`src/rtl/timer_dev_if.sv`:
```
// Bridge-side bus of one timer window: word offset, write strobe, data, IRQ,
// plus a read-only view of the FSM state for observation.
interface timer_dev_if;
  logic [3:2]  Addr;
  logic        WE;
  logic [31:0] DIn;
  logic [31:0] DOut;
  logic        IRQ;
  logic [1:0]  dbg_state;

  // Handshake: single-cycle strobe. WE high at a rising clock edge is a write
  // of DIn to Addr at that edge. There is no ready; writes always complete.
  // DOut is a combinational read of Addr with no strobe.
  modport master (output Addr, WE, DIn, input DOut, IRQ, dbg_state);
  modport slave  (input Addr, WE, DIn, output DOut, IRQ, dbg_state);
endinterface

```
`src/rtl/timer_dev.sv`:
```
// Programmable countdown timer on the system bridge. It supports one-shot and
// auto-reload modes and a maskable level IRQ.
module timer_dev (
  input  logic        Clk,
  input  logic        Reset,
  timer_dev_if.slave  bus
);

  typedef enum logic [1:0] {
    S_IDLE = 2'd0,
    S_LOAD = 2'd1,
    S_CNT  = 2'd2,
    S_INT  = 2'd3
  } state_e;

  state_e      state_q, state_d;
  logic [3:0]  ctrl_q, ctrl_d;
  logic [31:0] preset_q, preset_d;
  logic [31:0] count_q, count_d;
  logic        flag_q, flag_d;

  logic enable;
  logic auto_reload;
  assign enable      = ctrl_q[0];
  assign auto_reload = (ctrl_q[2:1] == 2'b01);

  always_ff @(posedge Clk or negedge Reset) begin
    if (!Reset) begin
      state_q  <= S_IDLE;
      ctrl_q   <= 4'd0;
      preset_q <= 32'd0;
      count_q  <= 32'd0;
      flag_q   <= 1'b0;
    end else begin
      state_q  <= state_d;
      ctrl_q   <= ctrl_d;
      preset_q <= preset_d;
      count_q  <= count_d;
      flag_q   <= flag_d;
    end
  end

  always_comb begin
    state_d  = state_q;
    ctrl_d   = ctrl_q;
    preset_d = preset_q;
    count_d  = count_q;
    flag_d   = flag_q;

    case (state_q)
      S_IDLE: begin
        if (enable) state_d = S_LOAD;
      end
      S_LOAD: begin
        count_d = preset_q;
        flag_d  = 1'b0;
        state_d = S_CNT;
      end
      S_CNT: begin
        if (!enable) begin
          state_d = S_IDLE;
        end else if (count_q <= 32'd1) begin
          count_d = 32'd0;
          state_d = S_INT;
        end else begin
          count_d = count_q - 32'd1;
        end
      end
      S_INT: begin
        flag_d = 1'b1;
        if (auto_reload) begin
          state_d = S_LOAD;
        end else begin
          ctrl_d[0] = 1'b0;
          state_d   = S_IDLE;
        end
      end
      default: state_d = S_IDLE;
    endcase

    // CPU writes are applied last so they win over the FSM's own updates.
    if (bus.WE) begin
      case (bus.Addr)
        2'd0: begin
          ctrl_d = bus.DIn[3:0];
          flag_d = 1'b0;
        end
        2'd1: begin
          preset_d = bus.DIn;
          flag_d   = 1'b0;
          state_d  = S_IDLE;
        end
        default: ;
      endcase
    end
  end

  always_comb begin
    case (bus.Addr)
      2'd0:    bus.DOut = {28'd0, ctrl_q};
      2'd1:    bus.DOut = preset_q;
      2'd2:    bus.DOut = count_q;
      default: bus.DOut = 32'd0;
    endcase
  end

  assign bus.IRQ       = ctrl_q[3] & flag_q;
  assign bus.dbg_state = state_q;

endmodule

```
`src/flat_wrapper.sv`:
```
// flat-port wrapper written by rule: the top's interface ports become plain ports
module timer_dev_flat 
  (Clk, Reset, bus_Addr, bus_WE, bus_DIn, bus_DOut, bus_IRQ, bus_dbg_state);
  timer_dev_if bus_i ();
  input  logic Clk;
  input  logic Reset;
  input wire logic [$bits(bus_i.Addr)-1:0] bus_Addr;
  input wire logic [$bits(bus_i.WE)-1:0] bus_WE;
  input wire logic [$bits(bus_i.DIn)-1:0] bus_DIn;
  output wire logic [$bits(bus_i.DOut)-1:0] bus_DOut;
  output wire logic [$bits(bus_i.IRQ)-1:0] bus_IRQ;
  output wire logic [$bits(bus_i.dbg_state)-1:0] bus_dbg_state;
  assign bus_i.Addr = bus_Addr;
  assign bus_i.WE = bus_WE;
  assign bus_i.DIn = bus_DIn;
  assign bus_DOut = bus_i.DOut;
  assign bus_IRQ = bus_i.IRQ;
  assign bus_dbg_state = bus_i.dbg_state;
  timer_dev u_core (.Clk(Clk), .Reset(Reset), .bus(bus_i));
endmodule
```
`config.mk`:
```
export PLATFORM = sky130hd
export DESIGN_NAME = timer_dev_flat
export DESIGN_NICKNAME = d
export VERILOG_FILES = /design/src/rtl/timer_dev_if.sv /design/src/rtl/timer_dev.sv /design/src/flat_wrapper.sv
export SDC_FILE = /design/constraint.sdc
export NUM_CORES = 1
export LEC_CHECK = 0
export BUFFER_PORTS_ARGS = -buffer_cell sky130_fd_sc_hd__clkbuf_2
export CAP_MARGIN = 30
export CORE_MARGIN = 2
export CORE_UTILIZATION = 45
export CTS_BUF_LIST = sky130_fd_sc_hd__clkbuf_8
export CTS_CLUSTER_DIAMETER = 40
export DETAILED_ROUTE_END_ITERATION = 12
export PLACE_DENSITY = 0.76
export SYNTH_ARGS = -nofsm -noshare
export SYNTH_HDL_FRONTEND = slang
export SYNTH_SLANG_ARGS = --single-unit
```
`constraint.sdc`:
```
create_clock -name Clk -period 2.55 [get_ports Clk]
set_clock_uncertainty 0.1 [all_clocks]
set_input_delay 0.1275 -clock Clk [delete_from_list [all_inputs] [get_ports Clk]]
set_output_delay 0.1275 -clock Clk [all_outputs]
set_load 0.1 [all_outputs]
```
==> run_results.csv <==
group,metric,value,unit
sta,fin_crit,2370,ps
synthesis,syn_area,0.00413,mm²
floorplan,fp.coreArea,0.00881,mm²
clocking,cts_root_buffer,"clkbuf_8",
floorplan,io_pins,72,
setup_path,cp.arrival,2570,ps
pwr,seq_power_share,35.5,%
outcome,outcome,"finished, final reports clean",
synthesis,ys_ff_latch,71,
cells_and_area,multi_input_area,0.00219,mm²
cells_and_area,area_growth,26.5,%
setup_path,critPathRequiredTime,2750,ps
clocking,cts.path.max_buffers,2,
synthesis,synth_top_cell_by_area,"dfrtp_1",
cells_and_area,regArea,0.00178,mm²
pwr,leakage,0.00229,µW
pwr,clock_power_share,14.4,%
clocking,clock_sinks,71,
synthesis,synth_edf_count,0,
synthesis,synth_warnings,0,
global_route,grt_max_degree,42,
clocking,cts_tree,"yes",
min_path,hold_class,"in2reg",
placed_design,gp_congestion,0.948,
clocking,cts_max_level,3,
sta,rsz0062_at_grt,"false",
cells_and_area,fin_util,59.3,%
synthesis,synth_cell_type_count,56,
pwr,p_comb_share,50.1,%
sta,max-slew-margin-rel,50.6,%
placed_design,io_buffers,71,
route,wl,11800,µm
floorplan,fp-row-count,34,
synthesis,ys.flop_type,"dfrtp_1",
cells_and_area,fin_nets,560,
pwr,swShare,49.8,%
clocking,clk_latency,360,ps
floorplan,die_w,99.8,µm
floorplan,die_area,0.00996,mm²
pwr,ir_drop,940,µV
global_route,grt_pass1_vias,3880,
global_route,grt_antenna_before_repair,0,
floorplan,start_util,46.9,%
route,wl_per_cell,18.7,µm
synthesis,synth_area_leaders,"dfrtp_1, mux2_2, a22o_1",
clocking,clk_pin_slew_worst_paths,70,ps
synthesis,ys_seq_area_share,43.0,%
route,drtIter0Drc,320,
flow_run,maxCapViolCount,0,
setup_path,crit_type,"reg2reg",
synthesis,synth.avg_cell_area,10.0,µm²
sta,fmax,421,MHz
route,ant_nets,0,
route,dr.pass1.iters,5,
cells_and_area,nFillCells,757,
clocking,cts_buffers,9,
placed_design,dp_hpwl,8110,µm
sta,worst_slew_pin_slew,741,ps
global_route,grt_overflow,0,
setup_path,critPathMaxFanout,8,
cells_and_area,n_antenna_cell,0,
setup_path,critPathCaptureType,"flip-flop",
global_route,grt_usage,24.8,%
synthesis,synth_cells,411,
synthesis,synthesis.nets,450,
setup_path,crit_path_start_kind,"flip-flop",
route,num_vias,3904,
sta,slew_violations,0,
synthesis,async_flop_share,100,%
floorplan,die_h,99.8,µm
route,viasPerCell,6.18,
pwr,p_sw,2950,µW
global_route,grt_first_pass_wirelength,19400,µm
synthesis,synth_top_area_share,43.0,%
route,drc_errors,0,
sta,finalCritPeriodShare,93.1,%
sta,setup_viol,0,
pwr,power.internal,2970,µW
sta,tns,0,ps
sta,finalHoldViolCount,0,
pwr,p_per_area,1130,mW/mm²
cells_and_area,drive_gt1_share,30.3,%
-- cell families (layout without fill, tap and decap cells) --
family | count (synthesis) | count (layout) | synth area share, %
adders and majority gates | 2 | 2 | 0.606
muxes | 39 | 39 | 10.5
buffers and inverters | 39 | 152 | 4.15
and+or+nand+nor | 141 | 141 | 19.8
DFF | 71 | 71 | 43.0
AOI/OAI and AO/OA | 119 | 119 | 21.9
-- power groups by stage --
stage | sequential (µW) | clock, µW | combinational [µW]
after floorplan | 1970 | 0 | 2300
after global placement | 2060 | 0 | 2860
after detailed placement | 2090 | 0 | 2900
after CTS | 2070 | 872 | 2960
after global routing | 2170 | 915 | 3200
final | 2100 | 850 | 2970
-- path summary, 6_finish.rpt --
path,start,endpoint,slack [ps],cells past startpoint
min in group asynchronous,Reset,u_core.preset_q[29],270,2
max in group asynchronous,Reset,u_core.preset_q[7],1410,3
worst max-delay path,u_core.count_q[5],u_core.count_q[25],180,5
worst min register to register,u_core.preset_q[16],u_core.count_q[16],430,2
worst min-delay path,bus_Addr[1],u_core.flag_q,140,3
worst max register to register,u_core.count_q[5],u_core.count_q[25],180,5
-- flip-flops by register name (all words and copies together), names as in the netlist --
register and flops:
u_core.flag_q 1, u_core.bus.dbg_state 2, u_core.count_q 32, u_core.ctrl_q 4, u_core.preset_q 32
-- layer usage --
metal	GRT usage, %	wire length (µm)	share of wire [%]	vias up
met5	0	0	0	-
met4	9.80	227	1.9	0
met3	5.08	775	6.6	19
met2	39.3	5720	48	162
met1	33.6	5080	43	1912
li1	-	-	-	1811
-- repair_timing --
action                                  CTS  global route
buffers inserted                          0             2
hold buffers                             34             0
hold endpoints to repair                 67             0
endpoints found under the setup margin    0             4
resized for setup                         0             2
-- through the flow --
stage	hold slack, ps	worst slack [ps]	std cells	cell area [µm²]	power [µW]
2_1_floorplan	-268	94.2	411	4130	4280
3_3_place_gp	114	188	582	4670	4920
3_5_place_dp	128	62.7	582	4670	4990
4_1_cts	130	42.0	630	5200	5900
5_1_grt	197	50.8	632	5220	6290
6_report	139	175	632	5220	5920
-- critical path: stages, from the launching register on --
cell	delay, ps
dfrtp_1	480
or4_4	630
nor3_4	420
nand2_2	160
or4_1	420
nand3_1	90
-- synth_stat cells (all sizes together) (3+ instances only) --
master and n:
dfrtp 71, nand2 43, mux2 35, a22o 33, clkbuf 25, a21oi 17
nand3 15, nor3 13, o21ai 13, or4 11, nor2 10, nor4 10
buf 8, o211ai 8, a22oi 7, nor2b 7, o41ai 7, inv 6
o31ai 6, and3 5, a31oi 4, mux2i 4, nand2b 4, nand4 4
o311a 4, o311ai 4, or3 4, a221o 3, and4 3, nand3b 3
-- cells in the final DEF, fill, tap and decap left out, types with 5 or more instances in the layout --
master and instances:
a21oi_1 17, a22o_1 33, a22oi_1 7, and3_1 5
buf_4 26, clkbuf_2 70, clkbuf_8 13, dfrtp_1 71
dlygate4sd3_1 34, inv_1 7, mux2_2 35, nand2_1 42
nand3_1 15, nor2_1 10, nor2b_1 5, nor3_1 9
nor4_1 9, o211ai_1 8, o21ai_0 9, o31ai_1 6
o41ai_1 7, or4_1 9
-- area by class of cell --
class | count | area share, %
multi-input combinational | 301 | 42.0
sequential | 71 | 34.0
timing repair buffer | 132 | 17.4
clock buffer | 13 | 3.43
tap | 108 | 2.59
inverter | 6 | 0.431
clock inverter | 1 | 0.0719
Note: power is estimated with default switching activity, not from simulation.
